`config.mk`:
```
export PLATFORM = sky130hd
export DESIGN_NAME = beat_sequencer
export DESIGN_NICKNAME = d
export VERILOG_FILES = /design/src/rtl/beat_sequencer.sv
export SDC_FILE = /design/constraint.sdc
export NUM_CORES = 1
export LEC_CHECK = 0
export CORE_MARGIN = 5
export CORE_UTILIZATION = 40
export CTS_CLUSTER_DIAMETER = 50
export DETAILED_ROUTE_END_ITERATION = 7
export HOLD_SLACK_MARGIN = 0.05
export PLACE_DENSITY_LB_ADDON = 0.3
export SLEW_MARGIN = 20
export SYNTH_ARGS = -nofsm -noshare
export SYNTH_HDL_FRONTEND = slang
export SYNTH_SLANG_ARGS = --single-unit
```
`constraint.sdc`:
```
create_clock -name clk -period 4.55 [get_ports clk]
set_input_delay 0.6825 -clock clk [delete_from_list [all_inputs] [get_ports clk]]
set_output_delay 0.6825 -clock clk [all_outputs]
set_load 0.005 [all_outputs]
```
`src/rtl/beat_sequencer.sv`:
```
// -----------------------------------------------------------------------------
// beat_sequencer
//
// Consumer end of the T0..T7 one-hot timing-beat ring of the 8-bit CPU.
// Samples the beat bus and the instruction byte on every rising edge and
// issues the registered micro-operation strobes for the sampled beat. An HLT
// opcode decoded at T2 raises the sticky halt back to the beat generator.
//
// Optional feature macro: BEAT_CHECK_EN
//   defined   : a broken beat ring (not one-hot, or out of sequence) seen in
//               RUN moves the block to FAULT (fault=1, halt=1) until rst.
//   undefined : no ring checking, fault is tied low, the lowest set bit of
//               t_beat selects the beat and t_beat == 0 issues nothing.
//
// Ports
//   clk        in   1        system clock, rising edge
//   rst        in   1        synchronous reset, active-high, wins over all
//   t_beat     in   8        beat bus, t_beat[k] = Tk
//   instr      in   OP+ADDR  memory data bus (opcode | operand)
//   mar_src    out  1        0 = PC->MAR, 1 = IR operand->MAR
//   mar_ld     out  1        load MAR
//   mem_rd     out  1        memory read enable
//   ir_ld      out  1        load IR from instr
//   pc_inc     out  1        increment PC
//   acc_ld     out  1        load ACC
//   b_ld       out  1        load ALU B register
//   alu_sub    out  1        0 = add, 1 = subtract
//   out_ld     out  1        load output port from ACC
//   halt       out  1        stop the beat generator; sticky
//   fault      out  1        beat-ring error; sticky
//   instr_done out  1        one-cycle pulse when an instruction retires
//   retired    out  CNT_W    retired-instruction count, wraps to 0
// -----------------------------------------------------------------------------
module beat_sequencer #(
    parameter int OP_W   = 4,
    parameter int ADDR_W = 4,
    parameter int CNT_W  = 8
) (
    input  logic                   clk,
    input  logic                   rst,
    input  logic [7:0]             t_beat,
    input  logic [OP_W+ADDR_W-1:0] instr,
    output logic                   mar_src,
    output logic                   mar_ld,
    output logic                   mem_rd,
    output logic                   ir_ld,
    output logic                   pc_inc,
    output logic                   acc_ld,
    output logic                   b_ld,
    output logic                   alu_sub,
    output logic                   out_ld,
    output logic                   halt,
    output logic                   fault,
    output logic                   instr_done,
    output logic [CNT_W-1:0]       retired
);

    localparam int IR_W = OP_W + ADDR_W;

    localparam logic [OP_W-1:0] OP_NOP = OP_W'(4'h0);
    localparam logic [OP_W-1:0] OP_LDA = OP_W'(4'h1);
    localparam logic [OP_W-1:0] OP_ADD = OP_W'(4'h2);
    localparam logic [OP_W-1:0] OP_SUB = OP_W'(4'h3);
    localparam logic [OP_W-1:0] OP_OUT = OP_W'(4'h4);
    localparam logic [OP_W-1:0] OP_HLT = OP_W'(4'hF);

    typedef enum logic [1:0] {
        ST_IDLE   = 2'd0,
        ST_RUN    = 2'd1,
        ST_HALTED = 2'd2,
        ST_FAULT  = 2'd3
    } state_t;

    typedef struct packed {
        logic mar_src;
        logic mar_ld;
        logic mem_rd;
        logic ir_ld;
        logic pc_inc;
        logic acc_ld;
        logic b_ld;
        logic alu_sub;
        logic out_ld;
    } strobe_t;

    localparam strobe_t STROBE_NONE = strobe_t'(9'h000);

    // Even parity over the IR contents.
    function automatic logic parity_of(input logic [IR_W-1:0] v);
        return ^v;
    endfunction

    // Lowest set bit of the beat bus: {found, index}.
    function automatic logic [3:0] lowest_beat(input logic [7:0] v);
        logic [3:0] r;
        r = 4'h0;
        for (int i = 7; i >= 0; i--) begin
            if (v[i]) begin
                r = {1'b1, 3'(i)};
            end
        end
        return r;
    endfunction

`ifdef BEAT_CHECK_EN
    // Exactly one bit set.
    function automatic logic is_one_hot(input logic [7:0] v);
        return (v != 8'h00) && ((v & (v - 8'h01)) == 8'h00);
    endfunction
`endif

    state_t             state_r;
    state_t             state_nxt_s;
    logic [IR_W-1:0]    ir_r;
    logic [IR_W-1:0]    ir_nxt_s;
    logic               ir_par_r;
    logic               ir_par_nxt_s;
    strobe_t            strobe_r;
    strobe_t            strobe_nxt_s;
    logic               halt_r;
    logic               halt_nxt_s;
    logic               done_r;
    logic               done_nxt_s;
    logic [CNT_W-1:0]   retired_r;
    logic [CNT_W-1:0]   retired_nxt_s;

    logic [3:0]         sel_s;
    logic               sel_valid_s;
    logic [2:0]         sel_idx_s;
    logic               beat_go_s;
    logic [2:0]         beat_idx_s;

    logic [OP_W-1:0]    opcode_s;
    logic               op_lda_s;
    logic               op_alu_s;
    logic               op_mem_s;

`ifdef BEAT_CHECK_EN
    logic [2:0]         prev_beat_r;
    logic [2:0]         prev_nxt_s;
    logic [2:0]         exp_beat_s;
    logic               fault_r;
    logic               fault_nxt_s;
`endif

    assign sel_s       = lowest_beat(t_beat);
    assign sel_valid_s = sel_s[3];
    assign sel_idx_s   = sel_s[2:0];

    // An IR whose stored parity no longer matches is executed as NOP, so an
    // upset register can never issue an unintended load or halt.
    assign opcode_s = (parity_of(ir_r) == ir_par_r) ? ir_r[IR_W-1:ADDR_W] : OP_NOP;
    assign op_lda_s = (opcode_s == OP_LDA);
    assign op_alu_s = (opcode_s == OP_ADD) || (opcode_s == OP_SUB);
    assign op_mem_s = op_lda_s || op_alu_s;

`ifdef BEAT_CHECK_EN
    assign exp_beat_s = prev_beat_r + 3'd1;
`endif

    // Next-state and next-output logic for the beat sequencer FSM.
    always_comb begin
        state_nxt_s   = state_r;
        ir_nxt_s      = ir_r;
        ir_par_nxt_s  = ir_par_r;
        strobe_nxt_s  = STROBE_NONE;
        halt_nxt_s    = 1'b0;
        done_nxt_s    = 1'b0;
        retired_nxt_s = retired_r;
        beat_go_s     = 1'b0;
        beat_idx_s    = 3'd0;
`ifdef BEAT_CHECK_EN
        prev_nxt_s    = prev_beat_r;
        fault_nxt_s   = 1'b0;
`endif

        case (state_r)
            ST_IDLE: begin
                // Only a clean T0 starts the sequencer; its strobes issue at once.
                if (t_beat == 8'h01) begin
                    state_nxt_s = ST_RUN;
                    beat_go_s   = 1'b1;
                    beat_idx_s  = 3'd0;
                end else begin
                    state_nxt_s = ST_IDLE;
                end
            end
            ST_RUN: begin
`ifdef BEAT_CHECK_EN
                if (is_one_hot(t_beat) && sel_valid_s && (sel_idx_s == exp_beat_s)) begin
                    beat_go_s  = 1'b1;
                    beat_idx_s = sel_idx_s;
                end else begin
                    state_nxt_s = ST_FAULT;
                    fault_nxt_s = 1'b1;
                    halt_nxt_s  = 1'b1;
                end
`else
                // An empty beat bus simply holds; multi-hot takes the lowest beat.
                if (sel_valid_s) begin
                    beat_go_s  = 1'b1;
                    beat_idx_s = sel_idx_s;
                end else begin
                    state_nxt_s = ST_RUN;
                end
`endif
            end
            ST_HALTED: begin
                halt_nxt_s = 1'b1;
            end
            ST_FAULT: begin
                halt_nxt_s  = 1'b1;
`ifdef BEAT_CHECK_EN
                fault_nxt_s = 1'b1;
`endif
            end
            default: begin
                state_nxt_s = ST_IDLE;
            end
        endcase

        if (beat_go_s) begin
`ifdef BEAT_CHECK_EN
            prev_nxt_s = beat_idx_s;
`endif
            case (beat_idx_s)
                3'd0: begin
                    strobe_nxt_s.mar_src = 1'b0;
                    strobe_nxt_s.mar_ld  = 1'b1;
                end
                3'd1: begin
                    strobe_nxt_s.mem_rd = 1'b1;
                    strobe_nxt_s.ir_ld  = 1'b1;
                    strobe_nxt_s.pc_inc = 1'b1;
                    ir_nxt_s            = instr;
                    ir_par_nxt_s        = parity_of(instr);
                end
                3'd2: begin
                    if (opcode_s == OP_HLT) begin
                        state_nxt_s = ST_HALTED;
                        halt_nxt_s  = 1'b1;
                    end else begin
                        halt_nxt_s  = 1'b0;
                    end
                end
                3'd3: begin
                    if (op_mem_s) begin
                        strobe_nxt_s.mar_src = 1'b1;
                        strobe_nxt_s.mar_ld  = 1'b1;
                    end else begin
                        strobe_nxt_s = STROBE_NONE;
                    end
                end
                3'd4: begin
                    if (op_lda_s) begin
                        strobe_nxt_s.mem_rd = 1'b1;
                        strobe_nxt_s.acc_ld = 1'b1;
                    end else if (op_alu_s) begin
                        strobe_nxt_s.mem_rd = 1'b1;
                        strobe_nxt_s.b_ld   = 1'b1;
                    end else begin
                        strobe_nxt_s = STROBE_NONE;
                    end
                end
                3'd5: begin
                    if (op_alu_s) begin
                        strobe_nxt_s.acc_ld  = 1'b1;
                        strobe_nxt_s.alu_sub = (opcode_s == OP_SUB);
                    end else begin
                        strobe_nxt_s = STROBE_NONE;
                    end
                end
                3'd6: begin
                    if (opcode_s == OP_OUT) begin
                        strobe_nxt_s.out_ld = 1'b1;
                    end else begin
                        strobe_nxt_s = STROBE_NONE;
                    end
                end
                3'd7: begin
                    done_nxt_s    = 1'b1;
                    retired_nxt_s = retired_r + CNT_W'(1);
                end
                default: begin
                    strobe_nxt_s = STROBE_NONE;
                end
            endcase
        end else begin
            beat_idx_s = 3'd0;
        end
    end

    // FSM state register.
    always_ff @(posedge clk) begin
        if (rst) begin
            state_r <= ST_IDLE;
        end else begin
            state_r <= state_nxt_s;
        end
    end

    // Registered strobes, IR and retirement counter.
    always_ff @(posedge clk) begin
        if (rst) begin
            ir_r      <= {IR_W{1'b0}};
            ir_par_r  <= 1'b0;
            strobe_r  <= STROBE_NONE;
            halt_r    <= 1'b0;
            done_r    <= 1'b0;
            retired_r <= {CNT_W{1'b0}};
        end else begin
            ir_r      <= ir_nxt_s;
            ir_par_r  <= ir_par_nxt_s;
            strobe_r  <= strobe_nxt_s;
            halt_r    <= halt_nxt_s;
            done_r    <= done_nxt_s;
            retired_r <= retired_nxt_s;
        end
    end

`ifdef BEAT_CHECK_EN
    // Ring-check history and sticky fault flag.
    always_ff @(posedge clk) begin
        if (rst) begin
            prev_beat_r <= 3'd0;
            fault_r     <= 1'b0;
        end else begin
            prev_beat_r <= prev_nxt_s;
            fault_r     <= fault_nxt_s;
        end
    end

    assign fault = fault_r;
`else
    assign fault = 1'b0;
`endif

    assign mar_src    = strobe_r.mar_src;
    assign mar_ld     = strobe_r.mar_ld;
    assign mem_rd     = strobe_r.mem_rd;
    assign ir_ld      = strobe_r.ir_ld;
    assign pc_inc     = strobe_r.pc_inc;
    assign acc_ld     = strobe_r.acc_ld;
    assign b_ld       = strobe_r.b_ld;
    assign alu_sub    = strobe_r.alu_sub;
    assign out_ld     = strobe_r.out_ld;
    assign halt       = halt_r;
    assign instr_done = done_r;
    assign retired    = retired_r;

endmodule

```
==> impl_results.md <==
* Cell-internal power at 366 µW
* Max-slew violation total from the final report at 0
* Floorplan row count at 21
* Layer carrying the most global-route usage: met2
* Most frequent cells in the layout: 36 x clkdlybuf4s50_1, 29 x dfxtp_1, 23 x nand2_1
* Area growth from synthesis to layout at 31.6%
* Top post-synthesis cells by area: dfxtp_1 42%, xnor2_1 6.9%, nand2_1 6.2%, a21oi_1 4.7%, nor2_1 4.3%
* Cts bufs inserted at 5
* CTS tree: done
* Biggest fanout along the worst timing path at 7
* Switching Power at 108 µW
* Post-CTS setup buffer count at 0
* Clock tree root driver cell: clkbuf_4
* Residual DRC at 0
* Weighted congestion at the end of routability-driven global placement at 0.851
* Clock share of power at 0.374
* Flip-flop cell with the highest count after synthesis: dfxtp_1
* Max Buffers Root-to-Sink at 2
* DR iter-0 viols at 51
* Proportion of register bits with asynchronous set or reset after synthesis at 0
* Run status: finished clean
* Crit-path slowest cell: or4_1
* Average via count per standard cell at 4.98
* Fin util at 0.547
* Synth Area in Simple Gates at 0.285
* Routing usage on met1 at 0.170
* Number of register bits inferred by synthesis at 29
* Startpoint of the worst hold path: ir_r[3]
* Worst clock skew at 0.0127 ns
* Half-perimeter wire length of the detailed placement result at 2.19 mm
* Core area at 0.00336 mm²
* Pin count of the biggest net entering global routing at 27
* Period utilisation layout at 0.567
* Most common cell after layout, fill and taps aside: clkdlybuf4s50_1
* Xor-xnor portion of the synthesized cell area at 0.132
* Total Die Area at 0.00477 mm²
* Required time worst endpoint at 4.77 ns
* I/O Pins at 38
* Netlist area before placement at 0.00140 mm²
* Worst-path cell chain: clkdlybuf4s50_1 > nor4_2 > a21oi_1 > a211o_1 > or4_1 > and2_1
* Number of inserted filler cells in the final layout at 351
* Slew of the pin with the lowest slew margin at 0.947 ns
* Portion of synthesized cell area occupied by the leading cell type at 0.416
* Setup TNS at 0 ns
* Final-report hold violation count at 0
* GRT met2 Usage at 0.194
* Count of hold buffers inserted by post-cts repair at 0
* Compound-cell area share of the yosys netlist at 0.102
* First-pass detailed-route iteration total at 4
* Slowest cell delay on critical path at 0.53 ns
* Global routing usage on met3 at 0.0596
* Die Span X at 69.1 µm
* Comb power frac at 0.090
* Nature of the critical path startpoint: input pin
* Global-route wire length before repair at 5.20 mm
* Setup violators final at 0
* Post-synth net total at 178
* Overflow after GRT at 0
* Reported max-cap violation count at 0
* Syn. warnings at 0
* Library cell occupying the most area in the post-synthesis netlist: dfxtp_1
* Critical path's top delay family: simple AND/OR/NAND/NOR gates
* Fraction of power consumed by sequential logic at 0.535
* Synthesized-area fraction occupied by adder cells at 0.00896
* Number of levels in the clock H-tree at 2
* Antenna violations before repair at 0
* Later-pin clock latency in the skew report at 0.33 ns
* Largest voltage drop on the vdd net at 0.144 mV
* Num Clock Sinks at 29
* Pwr per Cell Area at 258 mW/mm²
* Category of the most critical setup path: in -> reg
* CP startpoint: t_beat[4]
* RSZ-0062 raised after global routing: false
* Sequential share of the synthesized area at 0.416
* Endpoint kind of the worst setup timing path: register
* Post-synthesis mux area share at 0.00717
* Count of mapped cells out of synthesis at 159
* Fin crit period at 2.58 ns
* EDFF count, synth at 0
* Rel. slew slack at 0.367
* Ant diodes at 0
* Max frequency at 387 MHz
* Final routed wire length divided by cell count at 12.4 µm
* Clock transition at the registers of the reported paths at 0.10 ns
* Resize count post-CTS at 0
* Via count of the first global-routing pass at 1,132
* Buffers plus inverters on the worst setup path at 1
* Final-stage net count at 213
* Overall routing resource usage at 0.132
* Hold/Removal Path Class: reg -> reg
* Dominant combinational cell family by area after synthesis: simple AND/OR/NAND/NOR gates
* Initial core utilization at 0.415
* Arrival @ worst endpoint at 2.80 ns
* Count of buffers from port buffering at 36
* Share of final-layout standard cells stronger than drive strength 1 at 0.0615
* Leakage power at 0.000615 µW
* Launch instance of the worst register-to-register path: ir_r[4]
* Average instance area after synthesis at 8.78 µm²
* DIE HEIGHT at 69.1 µm
* Post-route ant nets at 0
* Count of different cell masters after synthesis at 43
* Vias at 1,200
* Final WL at 2.99 mm
* Switching power share of the total at 0.228
## tightest hold or removal path, stage by stage, from the launching register on
cell and delay [ns]:
dfxtp_1 0.33, nand2_1 0.05, a21oi_1 0.05
## cell type report
type / instances / area [µm²] / area share
inverter: 5 / 18.8 / 0.0102
sequential: 29 / 581 / 0.316
clock buffer: 7 / 65.1 / 0.0354
multi-input combinational: 117 / 751 / 0.408
timing repair buffer: 36 / 360 / 0.196
clock inverter: 1 / 5.00 / 0.00272
tap: 46 / 57.6 / 0.0313
## cell usage after synthesis, types with 2 or more instances
master    number
nor4_1         2
buf_4          2
xnor3_1        2
nor3_1         5
inv_1          5
nor2_1        16
a21oi_1       13
clkbuf_1       4
o21ai_0        3
dfxtp_1       29
and2_1         2
nand3_1        6
xnor2_1       11
or3b_1         2
nand3b_1       2
and3_1         2
xor2_1         3
or3_1          2
nand2_1       23
nand4_1        2
## per-stage QoR
stage / std cells / power (µW) / hold WS [ns] / area (µm²) / setup slack [ns]
final: 241 / 474 / 0.474 / 1840 / 1.97
after CTS: 241 / 478 / 0.476 / 1840 / 2.00
after floorplan: 159 / 280 / 0.443 / 1400 / 2.38
after global placement: 233 / 302 / 0.455 / 1770 / 1.73
after detailed placement: 233 / 302 / 0.462 / 1770 / 1.67
after global routing: 241 / 496 / 0.510 / 1840 / 1.90
## layer usage
metal | share of wire | up-vias | wire, µm
li1 | - | 614 | -
met1 | 0.48 | 545 | 1440
met2 | 0.44 | 35 | 1310
met3 | 0.064 | 6 | 192
met4 | 0.015 | 0 | 46
met5 | 0 | - | 0
## state kept, by name (all words and copies together), names as in the netlist
name and flops:
acc_ld 1, out_ld 1, halt 1, ir_ld 1
alu_sub 1, retired 8, mar_src 1, state_r 2
mar_ld 1, b_ld 1, ir_par_r 1, ir_r 8
mem_rd 1, instr_done 1
## power by group through the flow
stage	logic [µW]	clock network [µW]	registers (µW)
6_report	42.9	177	254
5_1_grt	46.9	196	254
4_1_cts	42.7	182	254
3_5_place_dp	42.3	0	260
3_3_place_gp	41.8	0	260
2_1_floorplan	20.2	0	260
## logic make-up (layout without fill, tap and decap cells)
| logic type | after synthesis | count (layout) |
|---|---|---|
| buf+inv | 13 | 49 |
| fa+ha+maj | 1 | 1 |
| xor+xnor | 17 | 17 |
| simple gates | 73 | 73 |
| compound gates | 24 | 24 |
| other cells | 1 | 1 |
| mux | 1 | 1 |
| flops | 29 | 29 |
## worst paths after layout
path                endpoint  slack, ns  cells past startpoint
setup / recovery  state_r[0]       1.97                      6
hold / removal       ir_r[3]       0.47                      2
setup reg to reg      mar_ld       2.48                      5
hold reg to reg      ir_r[3]       0.47                      2
Power figures use the tool's default switching activity.
